### config.mk
export PLATFORM = sky130hd
export DESIGN_NAME = riscv_hpm_counters
export DESIGN_NICKNAME = d
export VERILOG_FILES = /design/src/rtl/riscv_hpm_counters_pkg.sv /design/src/rtl/riscv_hpm_counters_hpm_counter.sv /design/src/rtl/riscv_hpm_counters.sv
export SDC_FILE = /design/constraint.sdc
export NUM_CORES = 2
export LEC_CHECK = 0
export ABC_AREA = 0
export BUFFER_PORTS_ARGS = -buffer_cell sky130_fd_sc_hd__buf_2
export CAP_MARGIN = 30
export CORE_MARGIN = 3
export CORE_UTILIZATION = 46
export DETAILED_ROUTE_END_ITERATION = 12
export HOLD_SLACK_MARGIN = 0.08
export REMOVE_ABC_BUFFERS = 1
export SLEW_MARGIN = 25
export SYNTH_ARGS = -nofsm -noshare
export SYNTH_HDL_FRONTEND = slang
export SYNTH_SLANG_ARGS = --single-unit
### constraint.sdc
create_clock -name clk -period 2.9 [get_ports clk]
set_input_delay 0.145 -clock clk [delete_from_list [all_inputs] [get_ports clk]]
set_output_delay 0.145 -clock clk [all_outputs]
set_load 0.05 [all_outputs]
### src/rtl/riscv_hpm_counters_pkg.sv
// CSR addresses, privilege encoding and the counter-position mask shared by the HPM counter bank.
// Position layout everywhere: bit0 cycle, bit1 unused (time), bit2 instret, bit3+k event counter k.
package riscv_hpm_counters_pkg;

    localparam logic [11:0] CSR_MCOUNTEREN    = 12'h306;
    localparam logic [11:0] CSR_MCOUNTINHIBIT = 12'h320;
    localparam logic [11:0] CSR_MCYCLE        = 12'hB00;
    localparam logic [11:0] CSR_MINSTRET      = 12'hB02;
    localparam logic [11:0] CSR_MHPM_BASE     = 12'hB03;
    localparam logic [11:0] CSR_MCYCLEH       = 12'hB80;
    localparam logic [11:0] CSR_MINSTRETH     = 12'hB82;
    localparam logic [11:0] CSR_MHPMH_BASE    = 12'hB83;
    localparam logic [11:0] CSR_CYCLE         = 12'hC00;
    localparam logic [11:0] CSR_CYCLEH        = 12'hC80;
    localparam logic [11:0] CSR_HPMOVF        = 12'h7C0;

    localparam int NB_HPM = 14;

    typedef enum logic [1:0] {
        PRIV_U = 2'b00,
        PRIV_M = 2'b11
    } priv_lvl_t;

    // Positions that hold a real counter for a given number of event counters.
    function automatic logic [31:0] cnt_mask(input int nb);
        logic [31:0] m;
        m = 32'h0000_0005;
        for (int i = 0; i < 29; i++) begin
            if (i < nb) m[3+i] = 1'b1;
        end
        return m;
    endfunction

endpackage

### src/rtl/riscv_hpm_counters_hpm_counter.sv
// One counter: per-cycle increment when enabled, XLEN-wide low/high writes, wrap pulse on carry-out.
// A write to either half takes priority over the increment in the same cycle.
module hpm_counter #(
    parameter int XLEN      = 32,
    parameter int CNT_WIDTH = 64,
    parameter int INC_WIDTH = 2
) (
    input  logic                 clk,
    input  logic                 reset_n,
    input  logic                 en_i,
    input  logic [INC_WIDTH-1:0] inc_i,
    input  logic                 wr_lo_i,
    input  logic                 wr_hi_i,
    input  logic [XLEN-1:0]      wdata_i,
    output logic [CNT_WIDTH-1:0] cnt_o,
    output logic                 wrap_o
);

    logic [CNT_WIDTH-1:0] cnt_q, cnt_d;
    logic [CNT_WIDTH:0]   sum;

    always_comb begin
        sum    = {1'b0, cnt_q} + (CNT_WIDTH+1)'(inc_i);
        cnt_d  = cnt_q;
        wrap_o = 1'b0;
        if (wr_lo_i) begin
            cnt_d[XLEN-1:0] = wdata_i;
        end else if (wr_hi_i) begin
            cnt_d[CNT_WIDTH-1:XLEN] = wdata_i[CNT_WIDTH-XLEN-1:0];
        end else if (en_i) begin
            cnt_d  = sum[CNT_WIDTH-1:0];
            wrap_o = sum[CNT_WIDTH];
        end
    end

    always_ff @(posedge clk or negedge reset_n) begin
        if (!reset_n) cnt_q <= '0;
        else          cnt_q <= cnt_d;
    end

    assign cnt_o = cnt_q;

endmodule

### src/rtl/riscv_hpm_counters.sv
// Machine counter bank (mcycle/minstret/mhpmcounterN) with its own CSR decode; read data and illegal flag one cycle after request.
// No backpressure. Optional overflow status CSR 0x7C0 and irq under RISCV_HPM_OVF_IRQ_EN.
module riscv_hpm_counters #(
    parameter int XLEN      = 32,
    parameter int CNT_WIDTH = 64,
    parameter int NB_HPM    = riscv_hpm_counters_pkg::NB_HPM,
    parameter int INC_WIDTH = 2
) (
    input  logic                        clk,
    input  logic                        reset_n,
    input  logic                        csr_rd_en_i,
    input  logic                        csr_wr_en_i,
    input  logic [11:0]                 csr_addr_i,
    input  logic [XLEN-1:0]             csr_wdata_i,
    input  logic [1:0]                  priv_i,
    input  logic                        halt_i,
    input  logic [INC_WIDTH-1:0]        retire_cnt_i,
    input  logic [NB_HPM*INC_WIDTH-1:0] event_inc_i,
    output logic                        csr_hit_o,
    output logic                        csr_rvalid_o,
    output logic [XLEN-1:0]             csr_rdata_o,
    output logic                        csr_illegal_o,
    output logic                        irq_ovf_o
);

    import riscv_hpm_counters_pkg::*;

    localparam logic [31:0] IMPL_MASK = cnt_mask(NB_HPM);

    logic [CNT_WIDTH-1:0] cnt [32];
    logic [31:0]          wrap_vec;
    logic [31:0]          mcountinhibit_q, mcountinhibit_d;
    logic [31:0]          mcounteren_q, mcounteren_d;
    logic [31:0]          ovf_rd;
    logic                 rvalid_q, rvalid_d, illegal_q, illegal_d;
    logic [XLEN-1:0]      rdata_q, rdata_d, rsel;

    logic [4:0] idx;
    logic       is_cnt, is_shadow, is_hi, is_inh, is_en, is_ovf;
    logic       m_mode, rd_legal, wr_legal, wr_ok, wr_cnt;

    assign idx       = csr_addr_i[4:0];
    assign is_hi     = csr_addr_i[7];
    assign is_shadow = (csr_addr_i[11:8] == 4'hC);
    // 0x?01 / 0x?81 would be the time CSR, which lives elsewhere.
    assign is_cnt    = ((csr_addr_i[11:8] == 4'hB) || is_shadow) && (csr_addr_i[6:5] == 2'b00)
                       && (idx != 5'd1);
    assign is_inh    = (csr_addr_i == CSR_MCOUNTINHIBIT);
    assign is_en     = (csr_addr_i == CSR_MCOUNTEREN);
    assign csr_hit_o = is_cnt || is_inh || is_en || is_ovf;

    assign m_mode   = (priv_i == PRIV_M);
    assign rd_legal = m_mode || (is_cnt && is_shadow && mcounteren_q[idx]);
    assign wr_legal = m_mode && !(is_cnt && is_shadow);
    assign wr_ok    = csr_wr_en_i && csr_hit_o && wr_legal;
    assign wr_cnt   = wr_ok && is_cnt;

    for (genvar p = 0; p < 32; p++) begin : g_cnt
        if (IMPL_MASK[p]) begin : g_impl
            logic [INC_WIDTH-1:0] inc;
            if (p == 0) begin : g_cy
                assign inc = INC_WIDTH'(1);
            end else if (p == 2) begin : g_ir
                assign inc = retire_cnt_i;
            end else begin : g_ev
                assign inc = event_inc_i[(p-3)*INC_WIDTH +: INC_WIDTH];
            end
            hpm_counter #(
                .XLEN      (XLEN),
                .CNT_WIDTH (CNT_WIDTH),
                .INC_WIDTH (INC_WIDTH)
            ) u_cnt (
                .clk     (clk),
                .reset_n (reset_n),
                .en_i    (!halt_i && !mcountinhibit_q[p]),
                .inc_i   (inc),
                .wr_lo_i (wr_cnt && !is_hi && (idx == 5'(p))),
                .wr_hi_i (wr_cnt && is_hi && (idx == 5'(p))),
                .wdata_i (csr_wdata_i),
                .cnt_o   (cnt[p]),
                .wrap_o  (wrap_vec[p])
            );
        end else begin : g_none
            assign cnt[p]      = '0;
            assign wrap_vec[p] = 1'b0;
        end
    end

`ifdef RISCV_HPM_OVF_IRQ_EN
    logic [31:0] ovf_q, ovf_d;
    logic        irq_q, irq_d;

    assign is_ovf = (csr_addr_i == CSR_HPMOVF);

    // Clear-by-writing-1 is applied first so a wrap in the same cycle re-sets the bit.
    always_comb begin
        ovf_d = ovf_q;
        if (wr_ok && is_ovf) ovf_d = ovf_q & ~csr_wdata_i[31:0];
        ovf_d = ovf_d | wrap_vec;
        irq_d = |ovf_d;
    end

    always_ff @(posedge clk or negedge reset_n) begin
        if (!reset_n) begin
            ovf_q <= '0;
            irq_q <= 1'b0;
        end else begin
            ovf_q <= ovf_d;
            irq_q <= irq_d;
        end
    end

    assign ovf_rd    = ovf_q;
    assign irq_ovf_o = irq_q;
`else
    logic unused_wrap;
    assign unused_wrap = ^wrap_vec;
    assign is_ovf      = 1'b0;
    assign ovf_rd      = '0;
    assign irq_ovf_o   = 1'b0;
`endif

    always_comb begin
        rsel = '0;
        if (is_cnt)      rsel = is_hi ? XLEN'(cnt[idx][CNT_WIDTH-1:XLEN]) : cnt[idx][XLEN-1:0];
        else if (is_inh) rsel = XLEN'(mcountinhibit_q);
        else if (is_en)  rsel = XLEN'(mcounteren_q);
        else if (is_ovf) rsel = XLEN'(ovf_rd);
    end

    always_comb begin
        mcountinhibit_d = mcountinhibit_q;
        mcounteren_d    = mcounteren_q;
        if (wr_ok && is_inh) mcountinhibit_d = csr_wdata_i[31:0] & IMPL_MASK;
        if (wr_ok && is_en)  mcounteren_d    = csr_wdata_i[31:0] & IMPL_MASK;
        rvalid_d  = csr_rd_en_i && csr_hit_o;
        illegal_d = (rvalid_d && !rd_legal) || (csr_wr_en_i && csr_hit_o && !wr_legal);
        rdata_d   = (rvalid_d && rd_legal) ? rsel : '0;
    end

    always_ff @(posedge clk or negedge reset_n) begin
        if (!reset_n) begin
            mcountinhibit_q <= '0;
            mcounteren_q    <= '0;
            rvalid_q        <= 1'b0;
            illegal_q       <= 1'b0;
            rdata_q         <= '0;
        end else begin
            mcountinhibit_q <= mcountinhibit_d;
            mcounteren_q    <= mcounteren_d;
            rvalid_q        <= rvalid_d;
            illegal_q       <= illegal_d;
            rdata_q         <= rdata_d;
        end
    end

    assign csr_rvalid_o  = rvalid_q;
    assign csr_illegal_o = illegal_q;
    assign csr_rdata_o   = rdata_q;

endmodule

## After elaboration in Yosys (flattened, before gate mapping)

Index checks and enable logic that the tools add are counted.

- Register bits after elaboration: 1090
- Input port bits: 81
- Output and inout port bits: 36
- Word-level logic and storage cells: 339

- $add $sub $neg: 16
- Magnitude comparators: 2
- Eq/ne operators: 37
- Multiplexer cells: 74
- Bitwise logic cells: 17
- Reduce and logical (&&, ||, !) cells: 156

Operators by type and width:

| cell | count |
|---|---|
| 32-bit two-way mux | 52 |
| 64-bit two-way mux | 18 |
| 64-bit by 2-bit adder with 64-bit output | 15 |
| 64-bit binary-select mux with 5-bit select | 1 |
| 64-bit by 1-bit adder with 64-bit output, second input constant | 1 |
| 1-bit logical AND | 64 |
| 2-bit AND reduction | 32 |
| 2-bit nonzero test | 32 |
| 5-bit by 4-bit equality test with 1-bit output, second input constant | 8 |
| 2-bit by 1-bit inequality test with 1-bit output, second input constant | 16 |
| 12-bit by 10-bit equality test with 1-bit output, second input constant | 2 |
| 1-bit logical NOT | 21 |
| 5-bit by 3-bit equality test with 1-bit output, second input constant | 4 |
| 17-bit two-way mux | 1 |
| 1-bit inverter | 16 |
| 5-bit by 2-bit equality test with 1-bit output, second input constant | 2 |
| 4-bit equality test, second input constant | 2 |
| 6-bit greater-or-equal comparator, second input constant | 1 |
| 5-bit by 6-bit < comparator with 1-bit output, second input constant | 1 |
| 5-bit inverter with 6-bit output | 1 |
| 1-bit binary-select mux with 5-bit select | 1 |
| 5-bit equality test, second input constant | 1 |
| 5-bit logical NOT | 1 |
| 1-bit logical OR | 5 |
| 4 further kinds | 4 |

## Logic depth before layout (Yosys ltp)

- Depth in word-level cells: 13
- Gate-level depth with buffers: 12
- Mapped depth without buffers: 10

## Modules after synthesis

Synthesis repeated with hierarchy kept, for this count alone.

- Cells, all modules: 9113
- Area, all modules: 78466.5 um^2

By module, submodules not included:

| module | instances | cells each | area each (um^2) | sequential area each (um^2) |
|---|---|---|---|---|
| hpm_counter at g_cnt[12].g_impl.u_cnt ... | 10 | 492 | 4146.5 | 1601.5 |
| hpm_counter at g_cnt[0].g_impl.u_cnt ... | 5 | 505 | 4152.7 | 1601.5 |
| riscv_hpm_counters | 1 | 1165 | 12097.9 | 1651.6 |
| hpm_counter at g_cnt[9].g_impl.u_cnt | 1 | 503 | 4140.2 | 1601.5 |

## Worst setup path before layout

No wires, ideal clock.

- Path kind: register -> register
- From: register g_cnt[9].g_impl.u_cnt.cnt_q[0]
- To: register g_cnt[9].g_impl.u_cnt.cnt_q[58]
- Library setup time: 0.125 ns
- Arrival time: 3.057 ns
- Required time: 2.775 ns
- Slack: -0.283 ns
- Cell stages (with the launch flop): 11
- Path buffers: 0
- Clock period less this slack: 3.183 ns
- Cells stage by stage: dfrtp_1 > ha_1 > inv_1 > fa_1 > nand3b_1 > or4_1 > nor4_1 > nand2_1 > nor2_1 > and4_1 > nor3_1

- Cells in the longest elaborated chain, start to end: 3

RTL lines:

| item | RTL line | text |
|---|---|---|
| from (decl) | riscv_hpm_counters_hpm_counter.sv:19 | `logic [CNT_WIDTH-1:0] cnt_q, cnt_d;` |
| from (signal assigned) | riscv_hpm_counters_hpm_counter.sv:38 | `else cnt_q <= cnt_d;` |
| 64-bit by 2-bit adder with 64-bit output | riscv_hpm_counters_hpm_counter.sv:23 | `sum = {1'b0, cnt_q} + (CNT_WIDTH+1)'(inc_i);` |
| 64-bit two-way mux | riscv_hpm_counters_hpm_counter.sv:30 | `end else if (en_i) begin` |
| 32-bit two-way mux | riscv_hpm_counters_hpm_counter.sv:28 | `end else if (wr_hi_i) begin` |

Every way passes these cells. The select of a mux whose other input is x is not followed.
A chain may end at the register's enable or synchronous reset.

## Final worst setup path

- From: input csr_wr_en_i
- To: register g_cnt[8].g_impl.u_cnt.cnt_q[0]

- Cells in the longest elaborated chain, start to end: 7
- Elaborated cells on any way between the ends: 11
- Classes of those cells: 1 x eq/ne; 1 x mux; 9 x reduce/logical

RTL lines:

| item | RTL line | text |
|---|---|---|
| from (decl) | riscv_hpm_counters.sv:12 | `input logic csr_wr_en_i,` |
| 1-bit logical AND (*) (2 in a row) | riscv_hpm_counters.sv:55 | `assign wr_ok = csr_wr_en_i && csr_hit_o && wr_legal;` |
| 1-bit logical AND (*) | riscv_hpm_counters.sv:56 | `assign wr_cnt = wr_ok && is_cnt;` |
| 1-bit logical AND (on tied branches) (2 in a row) | riscv_hpm_counters.sv:78, riscv_hpm_counters.sv:77 |  |
| 2-bit by 1-bit inequality test with 1-bit output (no source line) or 2-bit nonzero test (tied branches) | -- |  |
| 2-bit AND reduction (no source line) | -- |  |
| to (signal assigned) | riscv_hpm_counters_hpm_counter.sv:38 |  |
| to (decl) | riscv_hpm_counters_hpm_counter.sv:19 |  |

Mark *: on every way between the ends. The rest lies on a longest branch, timed or not.

==> impl_metrics.py <==
metrics = {
    "run_status": {
        "run_status": "complete, no violations",
    },
    "setup_path": {
        "critical-path-top-delay-family": "buffers and inverters",
        "critical_path.max_stage_delay_ps": 560,
        "data_arrival_critical_path_ps": 3610,
        "worstReg2RegStart": "g_cnt[10].g_impl.u_cnt.cnt_o[0]$_DFFE_PN0P_",
        "timing.rr.end": "g_cnt[10].g_impl.u_cnt.cnt_o[60]$_DFFE_PN0P_",
        "critPathKind": "input pin to flop",
        "endpoint_kind": "flop",
        "critPathLaunchType": "input pin",
        "cp_max_delay_cell": "sky130_fd_sc_hd__dlygate4sd3_1",
        "worstPathRequired_ps": 3630,
        "worst_path_bufs_invs": 7,
        "worst_path_most_repeated_cell": "sky130_fd_sc_hd__buf_4",
        "r2r_slack_ps": 20,
        "cell_by_cell_listing_of_the_critical_path": "dlygate4sd3_1 -> buf_2 -> nand3_2 -> buf_4 -> a211o_2 -> buf_4 -> nor3_2 -> buf_4 -> buf_4 -> nand2_1 -> a31oi_1 -> dlygate4sd3_1",
        "cp_num_cells": 12,
        "worst-r2r-cell-count": 10,
        "cp-startpoint": "csr_wr_en_i",
        "critical_path_peak_fanout": 12,
    },
    "clock_network": {
        "clk_root_buffer_cell": "sky130_fd_sc_hd__clkbuf_16",
        "cts_inserted_buffers": 141,
        "htree_num_levels": 4,
        "clock_tree.buffer_depth": 3,
        "clk-insertion-delay-late_ps": 820,
        "cts_tree": "built",
        "clk_pin_slew_ps": 60,
        "cts.sink_count": 1090,
    },
    "grt": {
        "via_count_of_the_first_global_routing_pass": 82500,
        "grt_usage_pct": 46.6,
        "grt_max_degree": 94,
        "grt_first_pass_wirelength_microns": 590000,
        "grt_remaining_overflow": 0,
        "antenna_violations_before_repair": 32,
    },
    "power_and_ir_drop": {
        "power_density_nw_per_um2": 464,
        "worst_ir_drop_vdd_mv": 0.690,
        "power.static_leakage_uw": 0.0395,
    },
    "synthesis": {
        "ys_async_sr_fraction_pct": 100,
        "yosys_warnings": 0,
        "postSynthRegisterBits": 1090,
        "ys_types": 96,
        "post_synth.cell_area_avg_sq_um": 7.92,
        "synth_enable_flop_cells": 0,
        "synthesis.area_sq_um": 77300,
        "synth_seq_area_share_pct": 35.3,
        "synthCells": 9763,
        "dominantRegCellSynth": "sky130_fd_sc_hd__dfrtp_1",
    },
    "placement": {
        "routabilityCongestion": 1.16,
        "dpl_cell_area_sq_um": 89200,
        "place_hpwl_microns": 303000,
        "placed_cells": 12500,
        "io_buffer_count": 115,
    },
    "route": {
        "drt_first_iter_violations": 14800,
        "viasPerCell": 7.07,
        "routed-via-count": 90900,
        "met1Wirelength_microns": 152000,
        "top_signal_layer_used": "met5",
        "drt_drc_violations_left": 0,
        "length_of_routed_met3_wiring_microns": 60600,
        "post_drt_wl_per_cell_microns": 32.4,
        "drt_first_pass_iters": 10,
        "drt.antenna.violating_nets": 0,
        "drt_wl_total_microns": 417000,
        "dr_wl_met2_microns": 163000,
    },
    "worst_hold_path": {
        "whs_endpoint": "csr_rdata_o[28]$_DFF_PN0_",
        "hold_path_class": "input pin to flop",
        "hold_depth": 4,
        "hold_path.startpoint": "csr_addr_i[7]",
    },
    "sta": {
        "finalSetupViolCount": 0,
        "tcrit_tclk_final_pct": 99.1,
        "worst_case_headroom_to_the_max_slew_limit_pct": 25.7,
        "worst_slew_pin_slew_ps": 1110,
        "final_period_minus_worst_setup_slack_ps": 2880,
        "clock.fmax_mhz": 348,
        "skew_ps": 20.8,
        "hold_viol": 0,
        "slew_viol_final": 0,
    },
    "floorplan": {
        "dieHeight_microns": 416,
        "io-pin-count": 117,
        "start_util_pct": 46.6,
        "row_count": 149,
        "die-area_sq_um": 173000,
        "overall_die_width_microns": 416,
        "coreArea_sq_um": 166000,
    },
    "finish": {
        "area_growth_syn_to_fin_pct": 23.3,
        "finalNetCount": 10700,
        "post-route-cell-area_sq_um": 95300,
        "final_cells": 12900,
        "layout-drive-gt1-share_pct": 19.5,
    },
    "run": {
        "drv.max_cap_violation_count": 0,
    },
}
[report_power, final]
| part | internal (uW) | switching, uW | leakage, uW |
|---|---|---|---|
| logic | 2930 | 5270 | 0.0227 |
| clock network | 10900 | 7600 | 0.00232 |
| registers | 16100 | 1390 | 0.0146 |
[layout make-up]
type                            instances  area (sq um)
Antenna cell                           27          67.6
Clock buffer                          209          4270
Clock inverter                         35           448
Fill cell                           15200         70600
Inverter                              155           582
Multi-Input combinational cell       7722         47200
Sequential cell                      1090         27300
Tap cell                             2189          2740
Timing Repair Buffer                 1424         12800
[sequential cells by signal, summed over array words and instances (netlist names)]
register,count
mcounteren_q,16
csr_rvalid_o,1
g_cnt.g_impl.u_cnt.cnt_o,1024
csr_rdata_o,32
csr_illegal_o,1
mcountinhibit_q,16
[cells in the mapped netlist, drive strengths merged (105+ instances only)]
cell	number	area (sq um)
a21oi	1370	6860
and3	232	1450
and4	105	920
buf	117	498
clkbuf	679	2560
dfrtp	1090	27300
inv	155	582
mux2	116	1310
mux4	172	3880
nand2	898	3370
nand3	621	3110
nand4	316	1990
nor2	916	3440
nor3	321	1630
nor4	148	951
o21ai	742	3720
o22ai	341	2130
[what timing repair did]
action | in CTS | in global routing
hold buffers | 80 | 0
buffers inserted | 4 | 12
gates resized for setup | 4 | 66
setup endpoints to repair | 10 | 98
endpoints found under the hold margin | 1178 | 0
pin swaps | 1 | 16
[placed cells by master (no fill, tap or decap), drive strengths merged, types with 27 or more instances in the layout]
| cell type | Yosys | final |
|---|---|---|
| a21oi | 1370 | 1370 |
| buf | 117 | 1345 |
| dfrtp | 1090 | 1090 |
| nor2 | 916 | 916 |
| nand2 | 898 | 898 |
| o21ai | 742 | 742 |
| nand3 | 621 | 621 |
| o22ai | 341 | 341 |
| nor3 | 321 | 321 |
| nand4 | 316 | 316 |
| and3 | 232 | 232 |
| clkbuf | 679 | 209 |
| mux4 | 172 | 172 |
| inv | 155 | 160 |
| nor4 | 148 | 148 |
| mux2 | 116 | 116 |
| and4 | 105 | 105 |
| a22oi | 104 | 104 |
| mux2i | 100 | 100 |
| a211oi | 98 | 98 |
| a31oi | 81 | 81 |
| dlygate4sd3 | 0 | 79 |
| and2 | 79 | 79 |
| or3 | 72 | 72 |
| o211ai | 62 | 62 |
| o32ai | 47 | 47 |
| o31ai | 46 | 46 |
| or2 | 41 | 41 |
| a311oi | 40 | 40 |
| a21o | 36 | 36 |
| or4 | 36 | 36 |
| a221o | 32 | 32 |
| xor2 | 32 | 32 |
| ha | 31 | 31 |
| nand2b | 30 | 30 |
| o21a | 29 | 29 |
| a41o | 28 | 28 |
| diode | 0 | 27 |
[worst register-to-register path: stages, from the launching register on]
cell and delay (ps):
sky130_fd_sc_hd__dfrtp_1 350, sky130_fd_sc_hd__ha_1 180, sky130_fd_sc_hd__inv_1 60, sky130_fd_sc_hd__fa_1 420, sky130_fd_sc_hd__nor2b_2 250, sky130_fd_sc_hd__buf_4 160
sky130_fd_sc_hd__nand4_1 80, sky130_fd_sc_hd__nor3_1 440, sky130_fd_sc_hd__nand2_2 270, sky130_fd_sc_hd__or4_1 520, sky130_fd_sc_hd__nand3_1 90
[metal layers]
| layer | up-vias | GRT usage, % |
|---|---|---|
| met5 | - | 0 |
| met4 | 12 | 37.7 |
| met3 | 1462 | 14.5 |
| met2 | 7149 | 62.8 |
| met1 | 43700 | 61.1 |
| li1 | 38600 | - |
[worst max-delay path by stage]
stage | end | slack [ps]
finish | g_cnt[8].g_impl.u_cnt.cnt_o[0]$_DFFE_PN0P_ | 20
CTS | g_cnt[11].g_impl.u_cnt.cnt_o[52]$_DFFE_PN0P_ | 4
global placement | csr_rdata_o[1]$_DFF_PN0_ | -450
floorplan | g_cnt[16].g_impl.u_cnt.cnt_o[9]$_DFFE_PN0P_ | -5130
global route | g_cnt[16].g_impl.u_cnt.cnt_o[54]$_DFFE_PN0P_ | -20
detailed placement | csr_rdata_o[1]$_DFF_PN0_ | -430
[kinds of logic (layout without fill, tap and decap cells)]
family | count (synthesis) | after routing | synth area share (%)
compound gates | 3321 | 3321 | 25.6
xor+xnor | 47 | 47 | 0.532
fa+ha+maj | 46 | 46 | 0.890
buf+inv | 951 | 1823 | 4.70
flops | 1090 | 1090 | 35.3
mux | 388 | 388 | 8.00
other cells | 1 | 28 | 0.00485
simple gates | 3919 | 3919 | 25.0
[per-stage QoR]
step                hold WS [ps]  setup TNS, ps  total power (uW)  worst slack [ps]  utilization [%]
floorplan                   -151       -2180130             20500             -5130                -
global placement             184         -45400             25100              -446             53.8
detailed placement           182          -7270             25300              -435             53.8
CTS                         89.0              0             43900              4.00             57.1
global route                 128          -53.7             45300             -20.3             57.4
finish                       152              0             44200              25.0             57.4
No activity file was read; power rests on OpenSTA's default activity.
